===== src/rtl/bcd_pkg.sv =====
// Shared definitions for the serial BCD<->binary converters: digit width,
// converter FSM states and a digit legality helper.
package bcd_pkg;

    localparam int DIGIT_W = 4;

    typedef enum logic [1:0] {
        IDLE  = 2'd0,
        SHIFT = 2'd1,
        DONE  = 2'd2
    } state_t;

    function automatic logic digit_invalid(input logic [DIGIT_W-1:0] d);
        return d > 4'd9;
    endfunction

endpackage


===== src/rtl/bcd_digit_adj.sv =====
// One BCD digit correction step of reverse double-dabble: a digit that
// reached 8 or more after the right shift is pulled back by 3.
module bcd_digit_adj
    import bcd_pkg::*;
(
    input  logic [DIGIT_W-1:0] din,
    output logic [DIGIT_W-1:0] dout
);

    assign dout = (din >= 4'd8) ? din - 4'd3 : din;

endmodule


===== src/rtl/bcd_to_bin_serial.sv =====
// Serial BCD-to-binary converter (reverse double-dabble), one bit per cycle.
// Optional input digit check is enabled with the BCD_DIGIT_CHECK_EN macro.
module bcd_to_bin_serial
    import bcd_pkg::*;
#(
    parameter int NDIG  = 2,
    parameter int BIN_W = 7
) (
    input  logic                    clk,
    input  logic                    rst,
    input  logic                    in_valid,
    output logic                    in_ready,
    input  logic [4*NDIG-1:0]       bcd_in,
    output logic                    out_valid,
    input  logic                    out_ready,
    output logic [BIN_W-1:0]        bin_out,
    output logic                    err
);

    localparam int BCD_W = DIGIT_W * NDIG;
    localparam int CNT_W = $clog2(BIN_W + 1);

    if ((2 ** BIN_W) < (10 ** NDIG)) begin : g_bad_width
        $error("bcd_to_bin_serial: BIN_W too small for NDIG digits");
    end

    // Handshake: a transfer happens on a rising edge where valid and ready
    // are both high; in_ready is high only in IDLE, out_valid only in DONE.
    state_t                 state_q, state_d;
    logic [BCD_W-1:0]       bcd_q;
    logic [BIN_W-1:0]       bin_q;
    logic [BIN_W-1:0]       bin_out_q;
    logic [CNT_W-1:0]       cnt_q;
    logic [BCD_W+BIN_W-1:0] shifted;
    logic [BCD_W-1:0]       bcd_adj;
    logic                   last_iter;

    assign shifted   = {bcd_q, bin_q} >> 1;
    // cnt reaches BIN_W once all BIN_W iterations are registered.
    assign last_iter = (cnt_q == CNT_W'(BIN_W));

    for (genvar g = 0; g < NDIG; g++) begin : g_adj
        bcd_digit_adj u_adj (
            .din  (shifted[BIN_W + g*DIGIT_W +: DIGIT_W]),
            .dout (bcd_adj[g*DIGIT_W +: DIGIT_W])
        );
    end

    always_ff @(posedge clk or posedge rst) begin
        if (rst) state_q <= IDLE;
        else     state_q <= state_d;
    end

    always_comb begin
        state_d = state_q;
        case (state_q)
            IDLE:    if (in_valid)  state_d = SHIFT;
            SHIFT:   if (last_iter) state_d = DONE;
            DONE:    if (out_ready) state_d = IDLE;
            default: state_d = IDLE;
        endcase
    end

    assign in_ready  = (state_q == IDLE);
    assign out_valid = (state_q == DONE);
    assign bin_out   = bin_out_q;

    always_ff @(posedge clk or posedge rst) begin
        if (rst) begin
            bcd_q     <= '0;
            bin_q     <= '0;
            cnt_q     <= '0;
            bin_out_q <= '0;
        end else begin
            case (state_q)
                IDLE: begin
                    if (in_valid) begin
                        bcd_q <= bcd_in;
                        bin_q <= '0;
                        cnt_q <= '0;
                    end
                end
                SHIFT: begin
                    if (last_iter) begin
                        bin_out_q <= bin_q;
                    end else begin
                        bcd_q <= bcd_adj;
                        bin_q <= shifted[BIN_W-1:0];
                        cnt_q <= cnt_q + 1'b1;
                    end
                end
                default: ;
            endcase
        end
    end

`ifdef BCD_DIGIT_CHECK_EN
    logic any_bad;
    logic err_q;

    always_comb begin
        any_bad = 1'b0;
        for (int i = 0; i < NDIG; i++)
            any_bad = any_bad | digit_invalid(bcd_in[i*DIGIT_W +: DIGIT_W]);
    end

    always_ff @(posedge clk or posedge rst) begin
        if (rst)                           err_q <= 1'b0;
        else if (state_q == IDLE && in_valid) err_q <= any_bad;
    end

    assign err = err_q;
`else
    assign err = 1'b0;
`endif

endmodule


===== config.mk =====
export PLATFORM = sky130hd
export DESIGN_NAME = bcd_to_bin_serial
export DESIGN_NICKNAME = d
export VERILOG_FILES = /design/src/rtl/bcd_pkg.sv /design/src/rtl/bcd_digit_adj.sv /design/src/rtl/bcd_to_bin_serial.sv
export SDC_FILE = /design/constraint.sdc
export NUM_CORES = 1
export LEC_CHECK = 0
export CAP_MARGIN = 20
export CORE_MARGIN = 4
export CORE_UTILIZATION = 41
export CTS_CLUSTER_SIZE = 24
export DETAILED_ROUTE_END_ITERATION = 6
export PLACE_DENSITY = 0.7
export SLEW_MARGIN = 25
export SYNTH_ARGS = -nofsm -noshare
export SYNTH_HDL_FRONTEND = slang
export SYNTH_SLANG_ARGS = --single-unit

===== constraint.sdc =====
create_clock -name clk -period 1.7 [get_ports clk]
set_input_delay 0.255 -clock clk [delete_from_list [all_inputs] [get_ports clk]]
set_output_delay 0.255 -clock clk [all_outputs]
set_load 0.02 [all_outputs]

======== Yosys cells after proc, flatten, opt, wreduce, memory -nomap -nowiden ========
Cells that the tools add are included.
W data, S select, Z words.
storage, ports and cells
  register bits ........................... 27
  bits of input ports ..................... 12
cells by class
  add/subtract/negate cells ............... 3
  equality and inequality tests ........... 7
  $lt $le $gt $ge ......................... 2
  reduce and logical (&&, ||, !) cells .... 5
  multiplexer cells ....................... 15
operators with widths
  cell                   number
  $mux W8                2
  $pmux W8 S2            1
  $mux W7                2
  $pmux W7 S2            1
  $mux W4                2
  $mux W2                3
  $mux W3                2
  $ne A2 B2 Y1 const B   3
  $pmux W2 S3            1
  $pmux W3 S2            1
  $reduce_and A3 Y1      2
  $ge A3 B4 Y1 const B   1
  $ge A4 B4 Y1 const B   1
  $sub A3 B2 Y4 const B  1
  $sub A4 B2 Y4 const B  1
  $add A3 B1 Y3 const B  1
  $eq A3 B3 Y1 const B   1
  $eq A2 B1 Y1 const B   1
  $eq A2 B2 Y1 const B   1
  $logic_not A2 Y1       1
  $ne A2 B1 Y1 const B   1
  $reduce_and A2 Y1      1
  $reduce_bool A2 Y1     1

======== Logic depth before layout (Yosys ltp) ========
  depth in word-level cells ............... 4
  depth in mapped cells ................... 8
  depth with buffers taken out ............ 6

======== Modules after synthesis ========
Synthesis repeated with hierarchy kept, for this count alone.
second synthesis, totals
  cells, all modules ...................... 104
  area, all modules ....................... 1,420.1 um^2
modules (own cells, without submodules)
  module             cells an instance  area an instance (um^2)  sequential area each (um^2)  instances
  bcd_to_bin_serial  82                 1,267.5                  675.6                        1
  bcd_digit_adj      11                 76.3                     0.0                          2

======== Least setup slack after synthesis ========
No wires, ideal clock.
  path type ............................... flip-flop to flip-flop
  start point ............................. reg cnt_q[0]
  end point ............................... reg cnt_q[0]
  cell stages (with the launch flop) ...... 7
  period minus slack after synthesis ...... 1,584 ps
  arrival ................................. 1,459 ps
  path buffers ............................ 1
  setup slack ............................. 116 ps
  setup time .............................. 125 ps
  cells stage by stage .................... dfrtp_1 -> ha_1 -> ha_1 -> nand2b_1 -> a21o_1 -> buf_6 -> mux2_2
on the way
  cells in the longest elaborated chain, start to end .. 3
RTL lines
  what                                              line                                              text
  start: declaration                                bcd_to_bin_serial.sv:33                           logic [CNT_W-1:0] cnt_q;
  start signal: assignment                          bcd_to_bin_serial.sv:89                           cnt_q <= cnt_q + 1'b1;
  $add A3 B1 Y3 or $eq A3 B3 Y1 (tied branches)     bcd_to_bin_serial.sv:89, bcd_to_bin_serial.sv:40
  $mux W3 or $ne A2 B2 Y1 (tied branches)           --
  $pmux W3 S2 or $reduce_and A3 Y1 (tied branches)  --
Parallel ways exist; a longest one is shown, timed or not. The select of a mux whose other input is x is not followed.
A chain may end at the register's enable or synchronous reset.

======== Worst setup path in the final report ========
  start point ............................. reg cnt_q[0]
  end point ............................... reg bcd_q[5]
on the way
  cells in the longest elaborated chain, start to end .. 3
RTL lines
  what                         line                     text
  $eq A3 B3 Y1                 bcd_to_bin_serial.sv:40  assign last_iter = (cnt_q == CNT_W'(BIN_W));
  $ne A2 B2 Y1 (no line)       --
  $reduce_and A3 Y1 (no line)  --
  end signal: assignment       bcd_to_bin_serial.sv:78  bcd_q <= bcd_in;
  end signal: assignment       bcd_to_bin_serial.sv:87  bcd_q <= bcd_adj;
  end: declaration             bcd_to_bin_serial.sv:30  logic [BCD_W-1:0] bcd_q;
Every way passes these cells.

==> results.toml <==
[grt]
grt_pass1_vias = 892
overflow = 0
grt_pass1_wl_mm = 4.00
grt_max_degree = 28
antenna_found_initial = 0
grt.total_usage_pct = 12.4

[clocking]
tritoncts = "done"
clockBufferDepth = 2
clockRootBuffer = "clkbuf_4"
clock_sinks = 27
clk_pin_slew_ns = 0.15
clk_latency_ns = 0.32
ctsHoldBuffers = 0
numCtsBuffers = 3
htree_levels = 1

[logic_synthesis]
synth_fp_nets = 134
syn_inst = 118
async_flop_share_pct = 100
syn-cell-area_um2 = 1290
ys_warn_count = 0
synth-edff-count = 0
seq_area_frac_synth_pct = 52.4
yosys.area.top_type_share_pct = 52.4
avgSynthCellArea_um2 = 10.9
synth_area_leader_cell = "dfrtp_1"
synthFlopType = "dfrtp_1"
synth-seq-cells = 27
synth.area.top_cells = "dfrtp_1, mux2_2, nand2_1"
ys_types = 27

[floorplanning]
core_area_um2 = 3030
rows = 20
die_area_um2 = 4110
start_util_pct = 42.6
io_pins = 22
fp.dieH_um = 64.1
die_w_um = 64.1

[setup_path]
arrival_ns = 1.83
end_kind = "register"
regToRegSetupSlack_ns = 0.09
reg2reg_to = "bcd_q[5]$_DFFE_PP0P_"
cp_max_fo = 16
crit_start = "cnt_q[0]$_DFFE_PP0P_"
r2r-start = "cnt_q[0]$_DFFE_PP0P_"
reg2regPathDepth = 7
worstSetupStartpointType = "register"
worstSetupPathType = "register to register"
worstPathRequired_ns = 1.93

[power]
ir_drop_mv = 0.598
comb_power_share_pct = 47.2
p_sw_uw = 977
p_per_area_nw_per_um2 = 1600
intPower_mw = 1.55
power_frac_seq_pct = 41.7
p_clk_share_pct = 11.1
swShare_pct = 38.7
leakage_nw = 0.734

[finish]
fin_cells = 185
n_fill_cell = 285
seq_area_um2 = 677
multi_input_area_um2 = 537
synthToLayoutAreaGrowth_pct = 22.2
fin_nets = 158
postLayoutCellArea_um2 = 1580
drive_gt1_share_pct = 20.6
antenna_cells = 0

[timing]
period_share_pct = 94.4
setup_viol_count_final = 0
finalCriticalPeriod_ns = 1.61
skew_ns = 0.00636
max_freq_mhz = 623
finalSetupTns_ns = 0
hold_viol = 0
drv_slew = 0
rsz0062_at_grt = "no"

[drt]
drt-wirelength-per-cell_um = 12.2
drt-pass1-iter-count = 4
drt_iter0_markers = 32
ant_nets = 0
dr_total_vias = 869
vias_per_cell = 4.70
drc = 0
drt_wl_total_mm = 2.25

[outcome]
status = "complete, no violations"

[placed_design]
globalplace.congestion = 0.797
numPortBuffers = 20
dp.cells = 180
post_dp_cell_area_um2 = 1530
dp_hpwl_mm = 1.67

[run]
drv_cap = 0

[min_path]
min-delay-path-class = "input pin to asynchronous set/reset pin"
flip-flops by register name, indices dropped and copies added, names as in the netlist:
name / cells
state_q: 2
bin_out: 7
bin_q: 7
cnt_q: 3
bcd_q: 8
cells by family (layout without fill, tap and decap cells):
group | count (synthesis) | count (layout) | synth area share [%]
adders and majority gates | 4 | 4 | 3.88
DFF | 27 | 27 | 52.4
other | 1 | 1 | 0.291
and+or+nand+nor | 33 | 33 | 11.4
xor gates and xnor gates | 2 | 2 | 1.36
muxes | 11 | 11 | 9.31
buffers and inverters | 13 | 36 | 6.60
AOI/OAI and AO/OA | 27 | 27 | 14.7
layer usage:
layer / up-vias / wire length, um / GRT usage [%]
met3: 6 / 71 / 2.28
met2: 18 / 1060 / 18.8
met5: - / 0 / 0
met1: 408 / 1070 / 16.3
met4: 0 / 48 / 7.39
li1: 437 / - / -
worst max path at each step:
| stage | end | slack (ns) | cells after the start |
|---|---|---|---|
| floorplan | cnt_q[0]$_DFFE_PP0P_ | 0.12 | 6 |
| global placement | bin_q[5]$_DFFE_PP0P_ | 0.11 | 7 |
| detailed placement | bin_q[4]$_DFFE_PP0P_ | 0.06 | 7 |
| CTS | bcd_q[5]$_DFFE_PP0P_ | 0.05 | 7 |
| global route | bcd_q[4]$_DFFE_PP0P_ | 0.02 | 7 |
| finish | bcd_q[5]$_DFFE_PP0P_ | 0.09 | 7 |
Yosys cell counts (all sizes together) (2+ instances only):
| cell type | instances |
|---|---|
| nand2 | 21 |
| buf | 7 |
| xnor2 | 2 |
| o21ai | 12 |
| a22o | 3 |
| o31ai | 2 |
| mux2 | 8 |
| dfrtp | 27 |
| inv | 6 |
| a21oi | 5 |
| mux2i | 3 |
| nor2 | 7 |
| nand2b | 3 |
| ha | 4 |
timing repair:
action,in CTS,in global routing
setup buffers,1,0
setup endpoints to repair,2,13
resized for setup,3,2
cell usage in the layout (no fill, tap or decap), types with 2 or more instances in the layout:
cell and n:
inv_1 6, o31ai_1 2, buf_4 5, a21oi_1 5
mux2_2 8, clkdlybuf4s50_1 18, o21ai_2 7, dfrtp_1 26
xnor2_1 2, ha_1 4, clkbuf_4 3, nor2_1 7
dlygate4sd2_1 2, nand2b_1 2, nand2_1 20, o21ai_1 5
a22o_1 3, mux2i_1 3
layout make-up:
type	count	share of cell area (%)
clock buffer	3	1.43
clock inverter	1	0.476
inverter	6	1.43
multi-input combinational	78	34.0
sequential	27	42.9
tap	44	3.49
timing repair buffer	26	16.2
metrics by stage:
| step | power, mW | setup slack (ns) | hold slack, ns | util [%] |
|---|---|---|---|---|
| after CTS | 2.53 | 0.0460 | 0.286 | 51.8 |
| final | 2.52 | 0.0947 | 0.278 | 52.1 |
| after detailed placement | 2.25 | 0.0606 | 0.472 | 50.6 |
| after floorplan | 1.95 | 0.116 | 0.308 | - |
| after global placement | 2.21 | 0.110 | 0.462 | 50.6 |
| after global routing | 2.73 | 0.0153 | 0.300 | 52.1 |
critical path: stages, from the launching register on:
cell and delay, ns:
dfrtp_1 0.42, ha_1 0.20, ha_1 0.18, nand2b_1 0.17, a21o_4 0.25, buf_12 0.16, nand2_1 0.07, o21ai_2 0.05
power groups by stage:
stage | Sequential [mW] | Combinational (mW) | Clock [mW]
finish | 1.05 | 1.19 | 0.279
global route | 1.09 | 1.33 | 0.311
CTS | 1.05 | 1.19 | 0.292
detailed placement | 1.07 | 1.18 | 0
global placement | 1.05 | 1.16 | 0
floorplan | 1.06 | 0.894 | 0
Note: power is estimated with default switching activity, not from simulation.
